===== src/rtl/osd_trace_pkg.sv =====
// Shared types and helpers for the OSD trace arbiter: legal NUM_SRC range,
// source-index width function and the output-register FSM encoding.
package osd_trace_pkg;

  localparam int unsigned NumSrcMin = 2;
  localparam int unsigned NumSrcMax = 16;

  typedef enum logic {StEmpty, StFull} arb_state_e;

  function automatic int unsigned src_idx_w(input int unsigned num_src);
    return (num_src > 1) ? $clog2(num_src) : 1;
  endfunction

endpackage


===== src/rtl/osd_trace_rr_grant.sv =====
// Pointer-based round-robin selection: first requester strictly after
// last_grant, modulo NUM_SRC. Purely combinational.
module osd_trace_rr_grant #(
  parameter int unsigned NUM_SRC = 4,
  parameter int unsigned SRC_W   = 2
) (
  input  logic [NUM_SRC-1:0] req,
  input  logic [SRC_W-1:0]   last_grant,
  output logic [NUM_SRC-1:0] grant_onehot,
  output logic [SRC_W-1:0]   grant_idx
);

  logic        found;
  int unsigned idx;

  always_comb begin
    grant_onehot = '0;
    grant_idx    = '0;
    found        = 1'b0;
    idx          = 0;
    for (int unsigned k = 1; k <= NUM_SRC; k++) begin
      idx = (32'(last_grant) + k) % NUM_SRC;
      if (!found && req[idx]) begin
        found             = 1'b1;
        grant_onehot[idx] = 1'b1;
        grant_idx         = SRC_W'(idx);
      end
    end
  end

endmodule


===== src/rtl/osd_trace_arbiter.sv =====
// Round-robin trace-beat arbiter with a one-entry output register.
// Optional drop counter enabled by defining OSD_TRACE_ARBITER_STATS_EN.
module osd_trace_arbiter
  import osd_trace_pkg::*;
#(
  parameter int unsigned WIDTH   = 64,
  parameter int unsigned NUM_SRC = 4
) (
  input  logic                             clk,
  input  logic                             rst,
  input  logic [NUM_SRC-1:0][WIDTH-1:0]    in_data,
  input  logic [NUM_SRC-1:0]               in_overflow,
  input  logic [NUM_SRC-1:0]               in_valid,
  output logic [NUM_SRC-1:0]               in_ready,
  input  logic [NUM_SRC-1:0]               src_enable,
  output logic [WIDTH-1:0]                 out_data,
  output logic                             out_overflow,
  output logic [src_idx_w(NUM_SRC)-1:0]    out_src,
  output logic                             out_valid,
  input  logic                             out_ready,
  output logic [15:0]                      drop_count
);

  localparam int unsigned SrcW = src_idx_w(NUM_SRC);

  if (NUM_SRC < NumSrcMin || NUM_SRC > NumSrcMax) begin : g_num_src_check
    $error("osd_trace_arbiter: NUM_SRC out of range");
  end

  arb_state_e         state_q, state_d;
  logic               can_grant, grant;
  logic [NUM_SRC-1:0] req, grant_onehot, reach;
  logic [SrcW-1:0]    grant_idx, last_grant_q;
  logic               seen, blocked;
  int unsigned        idx;

  assign req = in_valid & src_enable;

  osd_trace_rr_grant #(
    .NUM_SRC(NUM_SRC),
    .SRC_W  (SrcW)
  ) u_rr_grant (
    .req         (req),
    .last_grant  (last_grant_q),
    .grant_onehot(grant_onehot),
    .grant_idx   (grant_idx)
  );

  // reach[i]: no other requester sits between last_grant and i, so source i would win
  // if valid. Ready is built from this so it never depends on the source's own in_valid.
  always_comb begin
    reach   = '0;
    seen    = 1'b0;
    blocked = 1'b0;
    idx     = 0;
    for (int unsigned i = 0; i < NUM_SRC; i++) begin
      seen    = 1'b0;
      blocked = 1'b0;
      for (int unsigned k = 1; k <= NUM_SRC; k++) begin
        idx = (32'(last_grant_q) + k) % NUM_SRC;
        if (idx == i) begin
          seen = 1'b1;
        end else if (!seen && req[idx]) begin
          blocked = 1'b1;
        end
      end
      reach[i] = !blocked;
    end
  end

  always_ff @(posedge clk or negedge rst) begin
    if (!rst) begin
      state_q <= StEmpty;
    end else begin
      state_q <= state_d;
    end
  end

  always_comb begin
    state_d = state_q;
    unique case (state_q)
      StEmpty: if (grant) state_d = StFull;
      StFull:  if (out_ready && !grant) state_d = StEmpty;
      default: state_d = StEmpty;
    endcase
  end

  always_comb begin
    can_grant = rst && ((state_q == StEmpty) || out_ready);
    grant     = can_grant && (|grant_onehot);
    out_valid = (state_q == StFull);
    in_ready  = {NUM_SRC{rst}} & (~src_enable | ({NUM_SRC{can_grant}} & reach));
  end

  always_ff @(posedge clk or negedge rst) begin
    if (!rst) begin
      out_data     <= '0;
      out_overflow <= 1'b0;
      out_src      <= '0;
      last_grant_q <= SrcW'(NUM_SRC - 1);
    end else if (grant) begin
      out_data     <= in_data[grant_idx];
      out_overflow <= in_overflow[grant_idx];
      out_src      <= grant_idx;
      last_grant_q <= grant_idx;
    end
  end

`ifdef OSD_TRACE_ARBITER_STATS_EN
  logic [15:0]        drop_q, drop_d;
  logic [4:0]         drops;
  logic [16:0]        drop_sum;
  logic [NUM_SRC-1:0] drop_mask;

  always_comb begin
    drop_mask = in_valid & ~src_enable;
    drops     = '0;
    for (int unsigned i = 0; i < NUM_SRC; i++) begin
      if (drop_mask[i]) drops = drops + 5'd1;
    end
    drop_sum = {1'b0, drop_q} + {12'b0, drops};
    drop_d   = drop_sum[16] ? 16'hFFFF : drop_sum[15:0];
  end

  always_ff @(posedge clk or negedge rst) begin
    if (!rst) begin
      drop_q <= '0;
    end else begin
      drop_q <= drop_d;
    end
  end

  assign drop_count = drop_q;
`else
  assign drop_count = 16'h0;
`endif

endmodule


===== config.mk =====
export PLATFORM = sky130hd
export DESIGN_NAME = osd_trace_arbiter
export DESIGN_NICKNAME = d
export VERILOG_FILES = /design/src/rtl/osd_trace_pkg.sv /design/src/rtl/osd_trace_rr_grant.sv /design/src/rtl/osd_trace_arbiter.sv
export SDC_FILE = /design/constraint.sdc
export NUM_CORES = 1
export LEC_CHECK = 0
export BUFFER_PORTS_ARGS = -buffer_cell sky130_fd_sc_hd__buf_2
export CORE_AREA = 4 4 137 139
export DETAILED_ROUTE_END_ITERATION = 12
export DIE_AREA = 0 0 141 143
export GPL_ROUTABILITY_DRIVEN = 0
export GPL_TIMING_DRIVEN = 0
export PLACE_DENSITY = 0.7
export SYNTH_ARGS = -nofsm -noshare
export SYNTH_HDL_FRONTEND = slang
export SYNTH_SLANG_ARGS = --single-unit

===== constraint.sdc =====
create_clock -name clk -period 3.61 [get_ports clk]
set_input_delay 0.1805 -clock clk [delete_from_list [all_inputs] [get_ports clk]]
set_output_delay 0.1805 -clock clk [all_outputs]
set_load 0.01 [all_outputs]

==> run metrics, run 1 <==
routed len/inst a little over 20 um; WHS around 140 ps; Skew-Pair Late Insertion Delay between 300 and 400 ps; worst reg-to-reg setup slack ~130 ps; Synth async-reset ratio 100%; WP depth 9; H-tree Lvls 3; Int Pwr slightly above 0.004 W; switching pwr 0.00334 W; Reg power frac a little under a fifth; Sw Ratio between 40% and 50%; crit path DAT 3690 ps; Place WS -709 ps; total global-route track usage between 20% and 30%; fin util between 40% and 50%; most frequent cells in the layout buf_2, dfrtp_1, mux2i_1, o22ai_1, a221o_1; maximum clock path buffer count 2; Vias about 6500; CP required 3820 ps; Startpoint Class register; Initial Util 32.4%; Layout area overhead 44.1%; Buffers & Inverters on Critical Path 4; vias in the first global route about 6300; worst r2r dst out_data[31]$_DFFE_PN0P_; CTS Buf Count 9; Synth top area share between 20 and 30%; sequential fraction of the synthesis area a little over 30%; drt first pass iters 5; worst setup path end out_data[31]$_DFFE_PN0P_; final std cells w/o fill roughly 1200; Yosys top cell by area dfrtp_1; Die Wd between 100 and 150 um; dpl cells ~1100; layout cells sized above 1 48.4%; CP max stage cell o41ai_1; worst r2r src last_grant_q[0]$_DFFE_PN1P_; Yosys warning total 0; status finished clean; Setup Viol. Count Final 0; drt via density about 5.5; fmax roughly 290 MHz; commonest non-fill, non-tap cell in the layout buf_2; crit path time final around 3500 ps; Static Leak about 4.0 nW; largest net degree at the start of global routing 49; Clock Skew 8.45 ps; final hold vios 0; hold wc startpoint out_ready; Main synth FF type dfrtp_1; Synth area leaders dfrtp_1, a221o_1, mux2i_1; core area between 15000 and 20000 um2; critical path, cell by cell inv_1, clkbuf_4, ha_1, o41ai_1, a41o_2, nor2_1, clkbuf_2, clkbuf_1, a221o_1; total negative slack 0 ps; Clock Sinks 70; Clk pin slew, worst setup/hold paths around 60 ps; CTS tree yes; die footprint slightly above 20000 um2; Fill cells between 1500 and 2000; DRT iter0 DRCs 300; post-synthesis register bit count 70; Routed WL between 20000 and 25000 um; period utilization a little over nine tenths; chip height 143 um; Nets roughly 1200; first-pass GRT wire length about 34000 um; Cell Area, Synth between 5000 and 6000 um2; Reg area around 1800 um2; clk root buf clkbuf_16; R2R depth 9; grt ovf 0; Clock Power Share 13.2%; crit path kind register to register; Multi-input gate area about 3600 um2; Critical Path Sink Type register; Yosys cell types 47; Post-synth EDFFs 0; CP max FO 13; Largest delay share family, worst path compound AO/OA/AOI/OAI gates; Slew Limit Fails 0; Synth Area per Inst 10.3 um2; power density over the cells around 900 nW/um2; combinational group share of total power around 68%; CP Launch Point last_grant_q[0]$_DFFE_PN1P_; io pins between 300 and 400; slew margin rel. between 40% and 50%; DP HPWL between 15000 and 20000 um; # port buffers between 300 and 400; DRT antenna net count 0; residual DRC count 0; Synth Instances 558; worst min path class input pin to register; Antenna Cells 0; slowest stage delay, CP 730 ps; final worst slack roughly 130 ps; max-cap check violation count 0; maximum vdd drop 0.000445 V; measured slew at the worst slew-check pin roughly 850 ps; row cnt between 40 and 50; initial antenna violation count 1
power by group through the flow:
stage / logic, W / registers [W] / clock network, W
after global routing: 0.00547 / 0.00146 / 0.00105
after detailed placement: 0.00493 / 0.00143 / 0
after global placement: 0.00486 / 0.00143 / 0
final: 0.00509 / 0.00142 / 0.000990
after CTS: 0.00503 / 0.00142 / 0.00101
after floorplan: 0.00326 / 0.00157 / 0
flip-flops by register name, summed over array words and instances, names as in the netlist:
signal	count
out_src	2
last_grant_q	2
out_valid	1
out_data	64
out_overflow	1
kinds of logic (layout without fill, tap and decap cells):
| family | after synthesis | after routing | share of synthesized area [%] |
|---|---|---|---|
| compound gates | 227 | 227 | 31.0 |
| flops | 70 | 70 | 30.7 |
| xor+xnor | 1 | 1 | 0.153 |
| mux | 133 | 133 | 25.3 |
| buf+inv | 80 | 447 | 7.44 |
| simple gates | 38 | 38 | 3.61 |
| other cells | 1 | 16 | 0.0656 |
| fa+ha+maj | 8 | 8 | 1.75 |
worst min path at each step:
stage               slack (ps)                        to  depth (start not counted)
floorplan                 -120   out_data[0]$_DFFE_PN0P_                          0
global placement           450       out_valid$_DFF_PN0_                          3
detailed placement         140  out_data[37]$_DFFE_PN0P_                          1
CTS                        110       out_valid$_DFF_PN0_                          3
global route               140       out_valid$_DFF_PN0_                          3
finish                     140       out_valid$_DFF_PN0_                          3
synthesized netlist by cell type, types with 4 or more instances:
cell	n
mux2i_1	65
mux2_1	39
o22ai_1	65
nor2_1	6
buf_6	5
buf_2	19
buf_4	17
inv_1	4
o21a_1	7
nand2_1	10
a211oi_1	64
ha_1	8
a221o_1	65
clkbuf_1	32
a21boi_0	4
nand2b_1	5
o21ai_0	6
mux2_2	26
dfrtp_1	68
per-stage QoR:
step / cell area (um2) / total power, W
after floorplan: 5780 / 0.00483
after global placement: 7770 / 0.00629
after detailed placement: 7800 / 0.00636
after CTS: 8170 / 0.00747
after global routing: 8240 / 0.00798
final: 8240 / 0.00750
worst min-delay path: cells and delay by family:
| family | cells | cell delay (ps) |
|---|---|---|
| simple gates | 2 | 170 |
| buf+inv | 1 | 80 |
cell type report:
| type | count | share of cell area, % |
|---|---|---|
| Multi-Input combinational cell | 423 | 43.8 |
| Timing Repair Buffer | 354 | 22.2 |
| Sequential cell | 70 | 21.3 |
| Buffer | 73 | 5.13 |
| Tap cell | 229 | 3.48 |
| Clock buffer | 9 | 2.73 |
| Clock inverter | 7 | 1.20 |
| Inverter | 4 | 0.228 |
layer usage:
layer	part of all wire [%]	GRT usage, %
met1	40	26.0
met2	49	37.6
met5	0.030	0
met3	8.9	5.46
met4	2.1	7.09
repair_timing:
item,CTS,global route
resized for setup,11,8
pin swaps,0,1
setup buffers,3,7
endpoints found under the hold margin,23,0
endpoints found under the setup margin,69,61
hold buffers,1,0
Power figures use the tool's default switching activity.
==> run 2: changes to the inputs <==
- GPL_TIMING_DRIVEN: 0 -> not set
==> run 2 against run 1 <==
Compared with the run above:
- via count decreased by 1.7%
- sequential power about the same
- global-route usage decreased by 1.2 points
- utilization decreased by 1.7 points
- hold slack got worse by 9.0 ps
- cell count decreased by 5.7%
- routed wire length decreased by 6.9%
- fmax increased by 3.8%
- register-to-register slack improved by 130 ps
- largest power group unchanged
==> run metrics, run 2 (synthesis gave the netlist of run 1 again) <==
status finished clean (unchanged); Critical Path Sink Type register (unchanged); slew margin rel. 39.9% (was 43.3%); Initial Util 32.4% (unchanged); Top Registers out_data: 64 flops, last_grant_q: 2 flops, out_src: 2 flops (unchanged); residual DRC count 0 (unchanged); H-tree Lvls 3 (unchanged); Place WS 150 ps (was -709 ps); CP required 3830 ps (was 3820 ps); first-pass GRT wire length 32900 um (was 34100 um); highest metal used met5 (unchanged); Static Leak 3.80 nW (was 3.99 nW); Clock Skew 9.06 ps (was 8.45 ps); crit path kind register to register (unchanged); number of flip-flops in the largest register 64 (unchanged); Setup Viol. Count Final 0 (unchanged); Slew Limit Fails 0 (unchanged); Final Instance Area 7950 um2 (was 8240 um2); final worst slack 257 ps (was 132 ps); Clk pin slew, worst setup/hold paths 60 ps (about the same); drt first pass iters 5 (unchanged); area post-placement 7600 um2 (was 7800 um2); layout cells sized above 1 47.5% (was 48.4%); clk root buf clkbuf_16 (unchanged); Skew-Pair Late Insertion Delay 340 ps (about the same); chip height 143 um (unchanged); unrepaired setup endpoints after global routing no; final hold vios 0 (unchanged); Nets 1147 (was 1214); Die Wd 141 um (unchanged); Antenna Cells 0 (unchanged); Startpoint Class register (unchanged); io pins 359 (unchanged); initial antenna violation count 1 (unchanged); drt via density 5.78 (was 5.54); maximum vdd drop 0.000622 V (was 0.000445 V); period utilization 92.9% (was 96.4%); vias in the first global route 6234 (was 6272); WL met1 8340 um (was 9340 um); DP HPWL 16200 um (was 18300 um); fmax 298 MHz (was 287 MHz); die footprint 20200 um2 (unchanged); most frequent cells in the layout buf_2, dfrtp_1, mux2i_1, o22ai_1, a221o_1 (unchanged); total negative slack 0 ps (unchanged); routed len/inst 19.9 um (was 20.1 um); max-cap check violation count 0 (unchanged); crit path time final 3350 ps (was 3480 ps); CP max FO 30 (was 13); largest net degree at the start of global routing 66 (was 49); grt ovf 0 (unchanged); worst min path class input pin to register (unchanged); commonest non-fill, non-tap cell in the layout buf_2 (unchanged); CTS tree yes (unchanged); CTS Buf Count 9 (unchanged); crit path DAT 3570 ps (was 3690 ps); core area 17700 um2 (unchanged); Layout area overhead 38.9% (was 44.1%); largest register by flop count out_data (unchanged); met2 wire length 11000 um (was 11600 um); power density over the cells 916 nW/um2 (was 910 nW/um2); maximum clock path buffer count 2 (unchanged); Vias 6370 (was 6480); Routed WL 21900 um (was 23500 um); DRT iter0 DRCs 402 (was 300); # port buffers 342 (unchanged); row cnt 49 (unchanged); Clock Sinks 70 (unchanged); measured slew at the worst slew-check pin 899 ps (was 851 ps); routed wl met3 2030 um (was 2090 um); total global-route track usage 20.3% (was 21.5%); DRT antenna net count 0 (unchanged)
-- run 2: cell type report --
| class | count | area, um2 |
|---|---|---|
| well taps | 229 | 287 |
| multi-input cells | 423 | 3640 |
| fillers | 1679 | 9710 |
| repair buffers | 360 | 1930 |
| flip-flops and latches | 70 | 1750 |
| inverters | 4 | 15.0 |
| clock inverters | 5 | 82.6 |
| clock buffers | 11 | 243 |
-- run 2: layer usage --
metal / vias to the layer above / track usage, %
met1: 3095 / 23.6
met5: - / 0
met2: 346 / 36.0
li1: 2892 / -
met4: 2 / 6.73
met3: 35 / 6.03
-- run 2: final timing paths --
path / cells past startpoint / start / slack, ps / to
min: 3 / out_ready / 130 / out_valid$_DFF_PN0_
max: 10 / last_grant_q[1]$_DFFE_PN1P_ / 260 / out_data[2]$_DFFE_PN0P_
min reg2reg: 2 / out_src[0]$_DFFE_PN0P_ / 500 / out_src[0]$_DFFE_PN0P_
min in group asynchronous: 2 / rst / 350 / out_overflow$_DFFE_PN0P_
max in group asynchronous: 3 / rst / 2320 / out_data[14]$_DFFE_PN0P_
max reg2reg: 10 / last_grant_q[1]$_DFFE_PN1P_ / 260 / out_data[2]$_DFFE_PN0P_
-- run 2: critical path, cell delays in order, from the launching register on --
cell and delay (ps):
dfstp_2 620, inv_1 170, ha_1 420, inv_1 110, mux4_2 440, nand2_1 120
or3_2 470, buf_4 270, o22ai_1 210, a211oi_1 100, a221o_1 290
-- run 2: where the power goes --
group	internal (W)	switching, W	total (W)	leakage, nW
clock network	0.000626	0.000364	0.000990	0.160
logic	0.00225	0.00262	0.00487	2.78
registers	0.00119	0.000231	0.00142	0.864
total	0.00406	0.00322	0.00728	3.80
-- run 2: through the flow --
step | power [W] | utilization, % | hold WS [ps] | cells
final | 0.00728 | 45.0 | 128 | 1102
after global placement | 0.00617 | 43.0 | 146 | 1084
after CTS | 0.00729 | 44.9 | 120 | 1101
after detailed placement | 0.00627 | 43.0 | 149 | 1084
after global routing | 0.00773 | 45.0 | 156 | 1102
after floorplan | 0.00483 | - | -115 | 573
-- run 2: what timing repair did --
item / CTS / global route
gates resized for setup: 0 / 1
hold endpoints to repair: 26 / 0
hold buffers: 1 / 0
setup buffers: 0 / 1
setup endpoints to repair: 0 / 17
